<file path="config.mk">
export PLATFORM = sky130hd
export DESIGN_NAME = axi_burst_read_responder
export DESIGN_NICKNAME = d
export VERILOG_FILES = /design/src/rtl/axi_burst_read_responder.sv
export SDC_FILE = /design/constraint.sdc
export NUM_CORES = 1
export LEC_CHECK = 0
export BUFFER_PORTS_ARGS = -buffer_cell sky130_fd_sc_hd__buf_2
export CAP_MARGIN = 20
export CORE_UTILIZATION = 50
export DETAILED_ROUTE_END_ITERATION = 10
export GPL_TIMING_DRIVEN = 0
export PLACE_DENSITY = 0.8
export SLEW_MARGIN = 25
export SYNTH_ARGS = -nofsm -noshare
export SYNTH_HDL_FRONTEND = slang
export SYNTH_SLANG_ARGS = --single-unit
</file>
<file path="constraint.sdc">
create_clock -name clk -period 4.7 [get_ports clk]
set_input_delay 0 -clock clk [delete_from_list [all_inputs] [get_ports clk]]
set_output_delay 0 -clock clk [all_outputs]
set_load 0.01 [all_outputs]
</file>
<file path="src/rtl/axi_burst_read_responder.sv">
// AXI read-only responder serving FIXED/INCR/WRAP bursts from a 1-cycle synchronous word memory.
// Latency: AR handshake in cycle T, first mem_en in T+1, first rvalid in T+3, then one beat per cycle.
// Backpressure: a 2-entry output FIFO plus one in-flight slot absorbs rready stalls without bubbles.
// Ports: clk/rst (sync, active-high); axi_req/axi_req_arid (AR + rready in);
//        axi_resp/axi_resp_rid (arready + R channel out); mem_en/mem_addr/mem_rdata (word memory);
//        busy (burst in progress).

package axi_burst_read_responder_pkg;

  typedef struct packed {
    logic        awvalid;
    logic [31:0] awaddr;
    logic [7:0]  awlen;
    logic [2:0]  awsize;
    logic [1:0]  awburst;
    logic        wvalid;
    logic [31:0] wdata;
    logic [3:0]  wstrb;
    logic        wlast;
    logic        bready;
    logic        arvalid;
    logic [31:0] araddr;
    logic [7:0]  arlen;
    logic [2:0]  arsize;
    logic [1:0]  arburst;
    logic        rready;
  } axi_req_t;

  typedef struct packed {
    logic        awready;
    logic        wready;
    logic        bvalid;
    logic [1:0]  bresp;
    logic        arready;
    logic        rvalid;
    logic [31:0] rdata;
    logic [1:0]  rresp;
    logic        rlast;
  } axi_resp_t;

endpackage

module axi_burst_read_responder
  import axi_burst_read_responder_pkg::*;
#(
  parameter int          BUS_WIDTH = 4,
  parameter int          MEM_DEPTH = 4096,
  parameter logic [31:0] BASE_ADDR = 32'h1fc0_0000
) (
  input  logic                         clk,
  input  logic                         rst,
  input  axi_req_t                     axi_req,
  input  logic [BUS_WIDTH-1:0]         axi_req_arid,
  output axi_resp_t                    axi_resp,
  output logic [BUS_WIDTH-1:0]         axi_resp_rid,
  output logic                         mem_en,
  output logic [$clog2(MEM_DEPTH)-1:0] mem_addr,
  input  logic [31:0]                  mem_rdata,
  output logic                         busy
);

  localparam int AW = $clog2(MEM_DEPTH);
  // Byte offset inside the window; wraps naturally modulo the window size.
  localparam int OW = AW + 2;
  localparam logic [32:0] WIN_BYTES = 33'(4 * MEM_DEPTH);

  localparam logic [1:0] RESP_OKAY   = 2'b00;
  localparam logic [1:0] RESP_SLVERR = 2'b10;
  localparam logic [1:0] RESP_DECERR = 2'b11;

  typedef enum logic {IDLE, BURST} state_t;

  typedef struct packed {
    logic [31:0] dat;
    logic [1:0]  resp;
    logic        last;
  } rbeat_t;

  state_t state_q, state_nxt;

  // Captured burst context
  logic [OW-1:0]        off_q;
  logic [7:0]           len_q;
  logic [2:0]           size_q;
  logic [1:0]           burst_q;
  logic [BUS_WIDTH-1:0] id_q;
  logic [1:0]           err_q;
  logic [8:0]           issues_left_q;

  // One memory read in flight: its data lands in the FIFO the following cycle
  logic       inflight_q;
  logic [1:0] inf_err_q;
  logic       inf_last_q;

  // 2-entry output FIFO
  rbeat_t     fifo_q [2];
  logic       rd_ptr_q, wr_ptr_q;
  logic [1:0] count_q;

  logic          ar_hs, issue, push, pop, fifo_vld;
  logic [2:0]    occ;
  logic [32:0]   ar_diff;
  logic          ar_in_win;
  logic [1:0]    ar_err;
  logic [OW-1:0] step, wrap_mask, off_inc, off_nxt;
  rbeat_t        head, push_beat;

  // Write-channel and unused request fields are deliberately ignored.
  logic unused_req;
  assign unused_req = ^{axi_req.awvalid, axi_req.awaddr, axi_req.awlen, axi_req.awsize,
                        axi_req.awburst, axi_req.wvalid, axi_req.wdata, axi_req.wstrb,
                        axi_req.wlast, axi_req.bready};

  assign ar_hs    = axi_req.arvalid && (state_q == IDLE);
  assign head     = fifo_q[rd_ptr_q];
  assign fifo_vld = (count_q != 2'd0);
  assign pop      = fifo_vld && axi_req.rready;
  assign push     = inflight_q;

  // Occupancy the FIFO will have after this cycle's pop, counting the in-flight beat;
  // issuing only below 2 guarantees a landing slot for every read.
  assign occ   = {1'b0, count_q} + {2'b00, inflight_q} - {2'b00, pop};
  assign issue = (state_q == BURST) && (issues_left_q != 9'd0) && (occ < 3'd2);

  // 33-bit difference: addresses below BASE_ADDR borrow into bit 32 and fail the window test.
  assign ar_diff   = {1'b0, axi_req.araddr} - {1'b0, BASE_ADDR};
  assign ar_in_win = (ar_diff < WIN_BYTES);
  assign ar_err    = !ar_in_win            ? RESP_DECERR :
                     (axi_req.arsize > 3'd2) ? RESP_SLVERR : RESP_OKAY;

  assign step      = OW'(1) << size_q;
  assign wrap_mask = ((OW'(len_q) + OW'(1)) << size_q) - OW'(1);
  assign off_inc   = off_q + step;

  always_comb begin
    off_nxt = off_inc;
    case (burst_q)
      2'b00:   off_nxt = off_q;
      2'b10:   off_nxt = (off_q & ~wrap_mask) | (off_inc & wrap_mask);
      default: off_nxt = off_inc;  // INCR and the reserved encoding
    endcase
  end

  // Errored beats keep the memory idle but still occupy a pipeline slot.
  assign mem_en   = issue && (err_q == RESP_OKAY);
  assign mem_addr = off_q[OW-1:2];

  assign push_beat.dat  = (inf_err_q == RESP_OKAY) ? mem_rdata : 32'd0;
  assign push_beat.resp = inf_err_q;
  assign push_beat.last = inf_last_q;

  assign axi_resp_rid = id_q;
  assign busy         = (state_q == BURST);

  always_comb begin
    state_nxt        = state_q;
    axi_resp         = '0;
    axi_resp.arready = (state_q == IDLE);
    axi_resp.rvalid  = fifo_vld;
    axi_resp.rdata   = head.dat;
    axi_resp.rresp   = head.resp;
    axi_resp.rlast   = head.last;
    case (state_q)
      IDLE:    if (axi_req.arvalid) state_nxt = BURST;
      BURST:   if (pop && head.last) state_nxt = IDLE;
      default: state_nxt = IDLE;
    endcase
  end

  always_ff @(posedge clk) begin
    if (rst) begin
      state_q       <= IDLE;
      off_q         <= '0;
      len_q         <= '0;
      size_q        <= '0;
      burst_q       <= '0;
      id_q          <= '0;
      err_q         <= RESP_OKAY;
      issues_left_q <= '0;
      inflight_q    <= 1'b0;
      inf_err_q     <= RESP_OKAY;
      inf_last_q    <= 1'b0;
      fifo_q[0]     <= '0;
      fifo_q[1]     <= '0;
      rd_ptr_q      <= 1'b0;
      wr_ptr_q      <= 1'b0;
      count_q       <= 2'd0;
    end else begin
      state_q <= state_nxt;

      if (ar_hs) begin
        off_q         <= ar_diff[OW-1:0];
        len_q         <= axi_req.arlen;
        size_q        <= axi_req.arsize;
        burst_q       <= axi_req.arburst;
        id_q          <= axi_req_arid;
        err_q         <= ar_err;
        issues_left_q <= {1'b0, axi_req.arlen} + 9'd1;
      end else if (issue) begin
        off_q         <= off_nxt;
        issues_left_q <= issues_left_q - 9'd1;
      end

      inflight_q <= issue;
      if (issue) begin
        inf_err_q  <= err_q;
        inf_last_q <= (issues_left_q == 9'd1);
      end

      if (push) begin
        fifo_q[wr_ptr_q] <= push_beat;
        wr_ptr_q         <= ~wr_ptr_q;
      end
      if (pop) rd_ptr_q <= ~rd_ptr_q;

      case ({push, pop})
        2'b10:   count_q <= count_q + 2'd1;
        2'b01:   count_q <= count_q - 2'd1;
        default: count_q <= count_q;
      endcase
    end
  end

  always_ff @(posedge clk) begin
    if (!rst) assert (!(push && count_q == 2'd2));
  end

endmodule

</file>
==> results_dict.tcl, run 1 <==
set metrics [dict create \
    result_of_the_run "complete, but fails checks" \
    violations "negative hold slack" \
    fin_hold_ws_ps -6.70 \
    final.period_utilization_pct 88.4 \
    ioPinCount 230 \
    insertion_delay_ps 420 \
    p_leak_uw 0.00412 \
    global_route.overflow_total 0 \
    clk_root_buffer_cell "sky130_fd_sc_hd__clkbuf_16" \
    h-tree-depth 4 \
    drt_first_iter_violations 735 \
    skew_ps 7.06 \
    synthFlopType "sky130_fd_sc_hd__edfxtp_1" \
    report.final.setup_viol 0 \
    synthesis.area_um2 7220 \
    synth.top_cells.by_area "sky130_fd_sc_hd__edfxtp_1 29%, sky130_fd_sc_hd__dfxtp_1 14%, sky130_fd_sc_hd__and3_1 6.2%, sky130_fd_sc_hd__mux2_2 5.8%, sky130_fd_sc_hd__nand2_1 3.7%" \
    post-layout-total-power_uw 3490 \
    critical_path_peak_fanout 10 \
    relSlewSlack_pct 40.8 \
    largest_net_degree_at_the_start_of_global_routing 36 \
    setup.worst_path.start_class "flop" \
    synth.yosys.warnings 0 \
    cp-end-kind "flop" \
    place.port_buffers 139 \
    globalRouteMet3Util_pct 6.98 \
    power_density_nw_per_um2 372 \
    data_required_time_of_the_worst_path_ps 5040 \
    synth-async-reset-ratio_pct 0 \
    seq_area_frac_synth_pct 43.6 \
    wire_per_inst_um 18.4 \
    first_global_vias 6513 \
    synth-edff-count 70 \
    finalMaxSlewViolations 0 \
    route.detailed.vias_per_inst 5.88 \
    layout-drive-gt1-share_pct 25.6 \
    gp_congestion 0.922 \
    syn_avg_cell_area_um2 9.58 \
    critical_path_arrival_ps 4500 \
    fp.dieArea_um2 14900 \
    start_util_pct 51.6 \
    grt_use_met1_pct 39.9 \
    drt.antenna.violating_nets 0 \
    crit_type "reg2reg" \
    fmax_ghz 0.241 \
    floorplan.rows 43 \
    areaGrowthSynthToFinish_pct 30.1 \
    synth.cells.most_frequent "72 x sky130_fd_sc_hd__and3_1, 72 x sky130_fd_sc_hd__nand2_1, 70 x sky130_fd_sc_hd__edfxtp_1, 54 x sky130_fd_sc_hd__nor2_1, 52 x sky130_fd_sc_hd__dfxtp_1" \
    grt.busiest_layer "met2" \
    synth_top_area_share_pct 29.1 \
    total_nets_final 1167 \
    clkTransAtPathRegs_ps 60 \
    vdd_drop_max_uv 306 \
    final.min_clock_period_ps 4160 \
    route.vias.total 6886 \
    use_met2_pct 47.5 \
    synth.distinct_cells 78 \
    grt_antenna_before_repair 0 \
    die_height_um 122 \
    synth.ff_latch_count 122 \
    drt_drc_violations_left 0 \
    n_fill_cell 1042 \
    hold_path.class "in2reg" \
    postSynthCellCount 753 \
    tritoncts_num_sinks 122 \
    drtPass1Iterations 6 \
    max-cap-violations 0 \
    grt_resource_usage_total_pct 29.8 \
    grt_pass1_wl_um 33600 \
    antenna_diode_count 0 \
    cts.path.max_buffers 2 \
    detailedPlacementHpwl_um 14200 \
    fp.dieW_um 122 \
    finalWirelength_um 21600 \
    setup_tns_ps 0 \
    cts-buffers-inserted 17 \
    tightestPinTransition_ps 888 \
    cts_tree "yes" \
    synth_area_leader_cell "sky130_fd_sc_hd__edfxtp_1" \
    rsz0062_at_grt "no" \
    final-hold-violation-count 1 \
    floorplan.core_area_um2 14000 \
]
-- worst max-delay path: stages (launching register included) --
cell and delay [ps]:
sky130_fd_sc_hd__dfxtp_1 380, sky130_fd_sc_hd__or2_2 340, sky130_fd_sc_hd__nand2_1 100, sky130_fd_sc_hd__inv_1 90
sky130_fd_sc_hd__ha_1 270, sky130_fd_sc_hd__nand2b_1 150, sky130_fd_sc_hd__fa_1 490, sky130_fd_sc_hd__nand2_1 110
sky130_fd_sc_hd__a211oi_4 440, sky130_fd_sc_hd__o21ai_2 240, sky130_fd_sc_hd__or4b_1 550, sky130_fd_sc_hd__a2111o_1 370
sky130_fd_sc_hd__or3_1 350, sky130_fd_sc_hd__a31oi_1 180
-- routing by layer --
metal | up-vias | part of all wire (%)
li1 | 3236 | -
met2 | 366 | 47
met5 | - | 0
met4 | 0 | 2.5
met1 | 3235 | 43
met3 | 49 | 7.8
-- cell usage in the layout (no fill, tap or decap), types with 12 or more instances in the layout --
| cell type | n |
|---|---|
| sky130_fd_sc_hd__a211oi_1 | 18 |
| sky130_fd_sc_hd__a21oi_1 | 46 |
| sky130_fd_sc_hd__and3_1 | 72 |
| sky130_fd_sc_hd__buf_2 | 147 |
| sky130_fd_sc_hd__buf_4 | 19 |
| sky130_fd_sc_hd__clkbuf_1 | 35 |
| sky130_fd_sc_hd__clkbuf_16 | 17 |
| sky130_fd_sc_hd__dfxtp_1 | 52 |
| sky130_fd_sc_hd__dlygate4sd3_1 | 63 |
| sky130_fd_sc_hd__edfxtp_1 | 70 |
| sky130_fd_sc_hd__ha_1 | 16 |
| sky130_fd_sc_hd__inv_1 | 13 |
| sky130_fd_sc_hd__mux2_2 | 37 |
| sky130_fd_sc_hd__nand2_1 | 72 |
| sky130_fd_sc_hd__nand3_1 | 18 |
| sky130_fd_sc_hd__nor2_1 | 54 |
| sky130_fd_sc_hd__nor3_1 | 15 |
| sky130_fd_sc_hd__o21ai_0 | 17 |
| sky130_fd_sc_hd__xnor2_1 | 19 |
| sky130_fd_sc_hd__xor2_1 | 12 |
-- per-stage QoR --
stage	setup WS [ps]	util [%]	std cells	hold slack, ps	area [µm²]
6_report	545	67.1	1172	-6.70	9390
5_1_grt	348	67.1	1172	72.9	9390
4_1_cts	576	67.1	1172	0.526	9390
3_5_place_dp	636	58.6	1077	246	8190
3_3_place_gp	629	58.3	1076	242	8150
2_1_floorplan	1020	-	757	136	7230
-- final cells by class --
cell class / instances / area (µm²) / share of cell area, %
Buffer: 67 / 342 / 3.64
Clock inverter: 15 / 141 / 1.51
Sequential cell: 122 / 3140 / 33.5
Clock buffer: 17 / 425 / 4.53
Timing Repair Buffer: 203 / 1350 / 14.4
Inverter: 14 / 52.6 / 0.560
Tap cell: 180 / 225 / 2.40
Multi-Input combinational cell: 554 / 3700 / 39.5
-- timing repair --
| item | CTS | global route |
|---|---|---|
| buffers inserted | 0 | 0 |
| hold buffers | 63 | 0 |
| hold endpoints to repair | 103 | 0 |
| gates resized for setup | 0 | 0 |
-- final timing paths --
kind / from / end / slack [ps] / cells after the start
setup reg to reg: count_q[1] / flop / 540 / 13
setup / recovery: count_q[1] / flop / 540 / 13
hold / removal: axi_req[35] / err_q[0] / -7 / 4
hold reg to reg: inf_last_q / inf_last_q / 450 / 2
-- power breakdown --
part           internal (µW)  total (µW)  switching (µW)
clock                    736        1260             528
combinational            400         922             521
sequential              1240        1310            69.9
-- logic make-up after synthesis --
logic type      Yosys count  share of synthesized area, %
fa+ha+maj                18                          3.33
xor+xnor                 31                          3.76
simple gates            295                          21.5
other cells               1                        0.0520
buf+inv                  81                          5.46
mux                      47                          7.16
compound gates          158                          15.2
flops                   122                          43.6
Note: power is estimated with default switching activity, not from simulation.
==> inputs of run 2 (changes only) <==
CAP_MARGIN = 25   (was 20)
CORE_MARGIN = 2   (was unset)
RECOVER_POWER = 100   (was unset)
==> run 2 against run 1 <==
Net effect: the run ends with max-capacitance violations, max-slew violations left; register-to-register slack got worse by 40 ps; global-route usage fell by 0.73 points; via count fell by 0.33%; final area fell by 0.25%; final cell count rose by 0.26%; largest power group is now the clock network; combinational power fell by 2.5%; worst hold slack improved by 38 ps; worst setup slack got worse by 36 ps; sequential share of layout area rose by 0.085 points; first-iteration DRC count fell by 5.7%; die area rose by 3.3%.
==> results_dict.tcl, run 2 (synthesized netlist as in run 1, its figures left out) <==
set metrics [dict create \
    setup_tns_ps 0 \
    start_util_pct 51.6 \
    fp.dieArea_um2 15400 \
    fp.dieW_um 124 \
    final-hold-violation-count 0 \
    drtPass1Iterations 5 \
    cp-end-kind "flop" \
    pint_uw 2410 \
    final.period_utilization_pct 89.2 \
    final.min_clock_period_ps 4190 \
    ioPinCount 230 \
    p_leak_uw 0.00397 \
    place.port_buffers 139 \
    layout_common_cells "102 x sky130_fd_sc_hd__buf_2, 84 x sky130_fd_sc_hd__clkbuf_1, 72 x sky130_fd_sc_hd__nand2_1, 72 x sky130_fd_sc_hd__and3_1, 70 x sky130_fd_sc_hd__edfxtp_1" \
    layout-drive-gt1-share_pct 20.5 \
    grt_pass1_wl_um 34200 \
    drt.antenna.violating_nets 0 \
    setup.worst_path.start_class "flop" \
    cts_tree "yes" \
    critical_path_peak_fanout 10 \
    violations "max-capacitance violations, max-slew violations" \
    largest_net_degree_at_the_start_of_global_routing 36 \
    detailedPlacementHpwl_um 14600 \
    route.vias.total 6863 \
    total_nets_final 1170 \
    gp_congestion 0.950 \
    vdd_drop_max_uv 222 \
    grt_resource_usage_total_pct 29.1 \
    post-place-ws_ps 585 \
    crit_type "reg2reg" \
    antenna_diode_count 0 \
    share_seq_of_total_power_pct 36.9 \
    power.switching_fraction_pct 32.0 \
    clk_root_buffer_cell "sky130_fd_sc_hd__clkbuf_16" \
    clkTransAtPathRegs_ps 60 \
    report.final.setup_viol 0 \
    worst_slack_ps 509 \
    die_height_um 124 \
    drt_drc_violations_left 0 \
    skew_ps 8.73 \
    fmax_ghz 0.239 \
    number_of_post_cts_setup_repair_buffers 0 \
    post-layout-total-power_uw 3550 \
    max-cap-violations 2 \
    route.detailed.vias_per_inst 5.84 \
    finalWirelength_um 22100 \
    drt_first_iter_violations 693 \
    net-switching-power_uw 1140 \
    h-tree-depth 4 \
    mostFrequentLayoutCell "sky130_fd_sc_hd__buf_2" \
    relSlewSlack_pct -73.8 \
    hold_path.class "in2reg" \
    tightestPinTransition_ps 2610 \
    first_global_vias 6592 \
    power.combinational.fraction_pct 25.3 \
    tritoncts_num_sinks 122 \
    areaGrowthSynthToFinish_pct 29.8 \
    grt_antenna_before_repair 0 \
    power_density_nw_per_um2 379 \
    floorplan.rows 43 \
    data_required_time_of_the_worst_path_ps 5050 \
    floorplan.core_area_um2 14000 \
    cts.path.max_buffers 2 \
    result_of_the_run "complete, but fails checks" \
    pwr-share-clk_pct 37.8 \
    critical_path_arrival_ps 4540 \
    wire_per_inst_um 18.8 \
    cts-buffers-inserted 17 \
    insertion_delay_ps 420 \
    global_route.overflow_total 0 \
    rsz0062_at_grt "no" \
    finalMaxSlewViolations 56 \
]
-- run 2: cell count changes in the layout (fill, tap and decap cells not counted), sizes merged --
cell and delta:
buf -55, bufinv +1, clkbuf +55, clkinv -3, clkinvlp -1, dlygate4sd3 +3
inv +3
-- run 2: layout make-up --
type | instances | area, µm²
fill | 1088 | 4620
multi-input combinational | 554 | 3690
sequential | 122 | 3140
timing repair buffer | 206 | 1300
clock buffer | 17 | 425
buffer | 67 | 342
tap | 180 | 225
clock inverter | 15 | 179
inverter | 14 | 52.6
-- run 2: worst max-delay path, stage by stage (launching register included) --
cell,delay [ps]
sky130_fd_sc_hd__dfxtp_1,370
sky130_fd_sc_hd__or2_2,340
sky130_fd_sc_hd__nand2_1,110
sky130_fd_sc_hd__inv_1,90
sky130_fd_sc_hd__ha_1,260
sky130_fd_sc_hd__nand2b_1,150
sky130_fd_sc_hd__fa_1,470
sky130_fd_sc_hd__nand2_1,110
sky130_fd_sc_hd__a211oi_4,460
sky130_fd_sc_hd__o21ai_2,270
sky130_fd_sc_hd__or4b_1,610
sky130_fd_sc_hd__a2111o_1,380
sky130_fd_sc_hd__or3_1,350
sky130_fd_sc_hd__a31oi_1,150
-- run 2: final timing paths --
path	start	end	slack, ps	depth (start not counted)
min reg2reg	axi_resp_rid[2]	axi_resp_rid[2]	450	2
min	axi_req[26]	flop	30	5
max	count_q[1]	flop	510	13
max reg2reg	count_q[1]	flop	510	13
-- run 2: routing by layer --
| metal | GRT usage, % | routed length, µm | up-vias |
|---|---|---|---|
| met3 | 6.64 | 1960 | 44 |
| met5 | 0 | 0 | - |
| met1 | 38.4 | 9320 | 3227 |
| li1 | - | - | 3232 |
| met4 | 9.06 | 439 | 0 |
| met2 | 47.5 | 10400 | 360 |
-- run 2: power groups by stage --
stage                     logic, µW  clock network, µW  registers [µW]
after global routing            978               1400            1320
after global placement          833                  0            1320
after detailed placement        856                  0            1320
after CTS                       909               1340            1300
after floorplan                 580                  0            1310
final                           899               1340            1310
-- run 2: through the flow --
stage | util [%] | cells | hold slack [ps] | area, µm²
final | 66.9 | 1175 | 30.8 | 9360
after global routing | 66.9 | 1175 | 71.5 | 9360
after CTS | 67.6 | 1175 | 35.1 | 9460
after detailed placement | 58.6 | 1077 | 247 | 8190
after global placement | 58.3 | 1076 | 241 | 8150
after floorplan | - | 757 | 136 | 7230
-- run 2: timing repair --
action / CTS / global route
gates resized for setup: 0 / 0
endpoints found under the hold margin: 103 / 0
hold buffers: 66 / 0
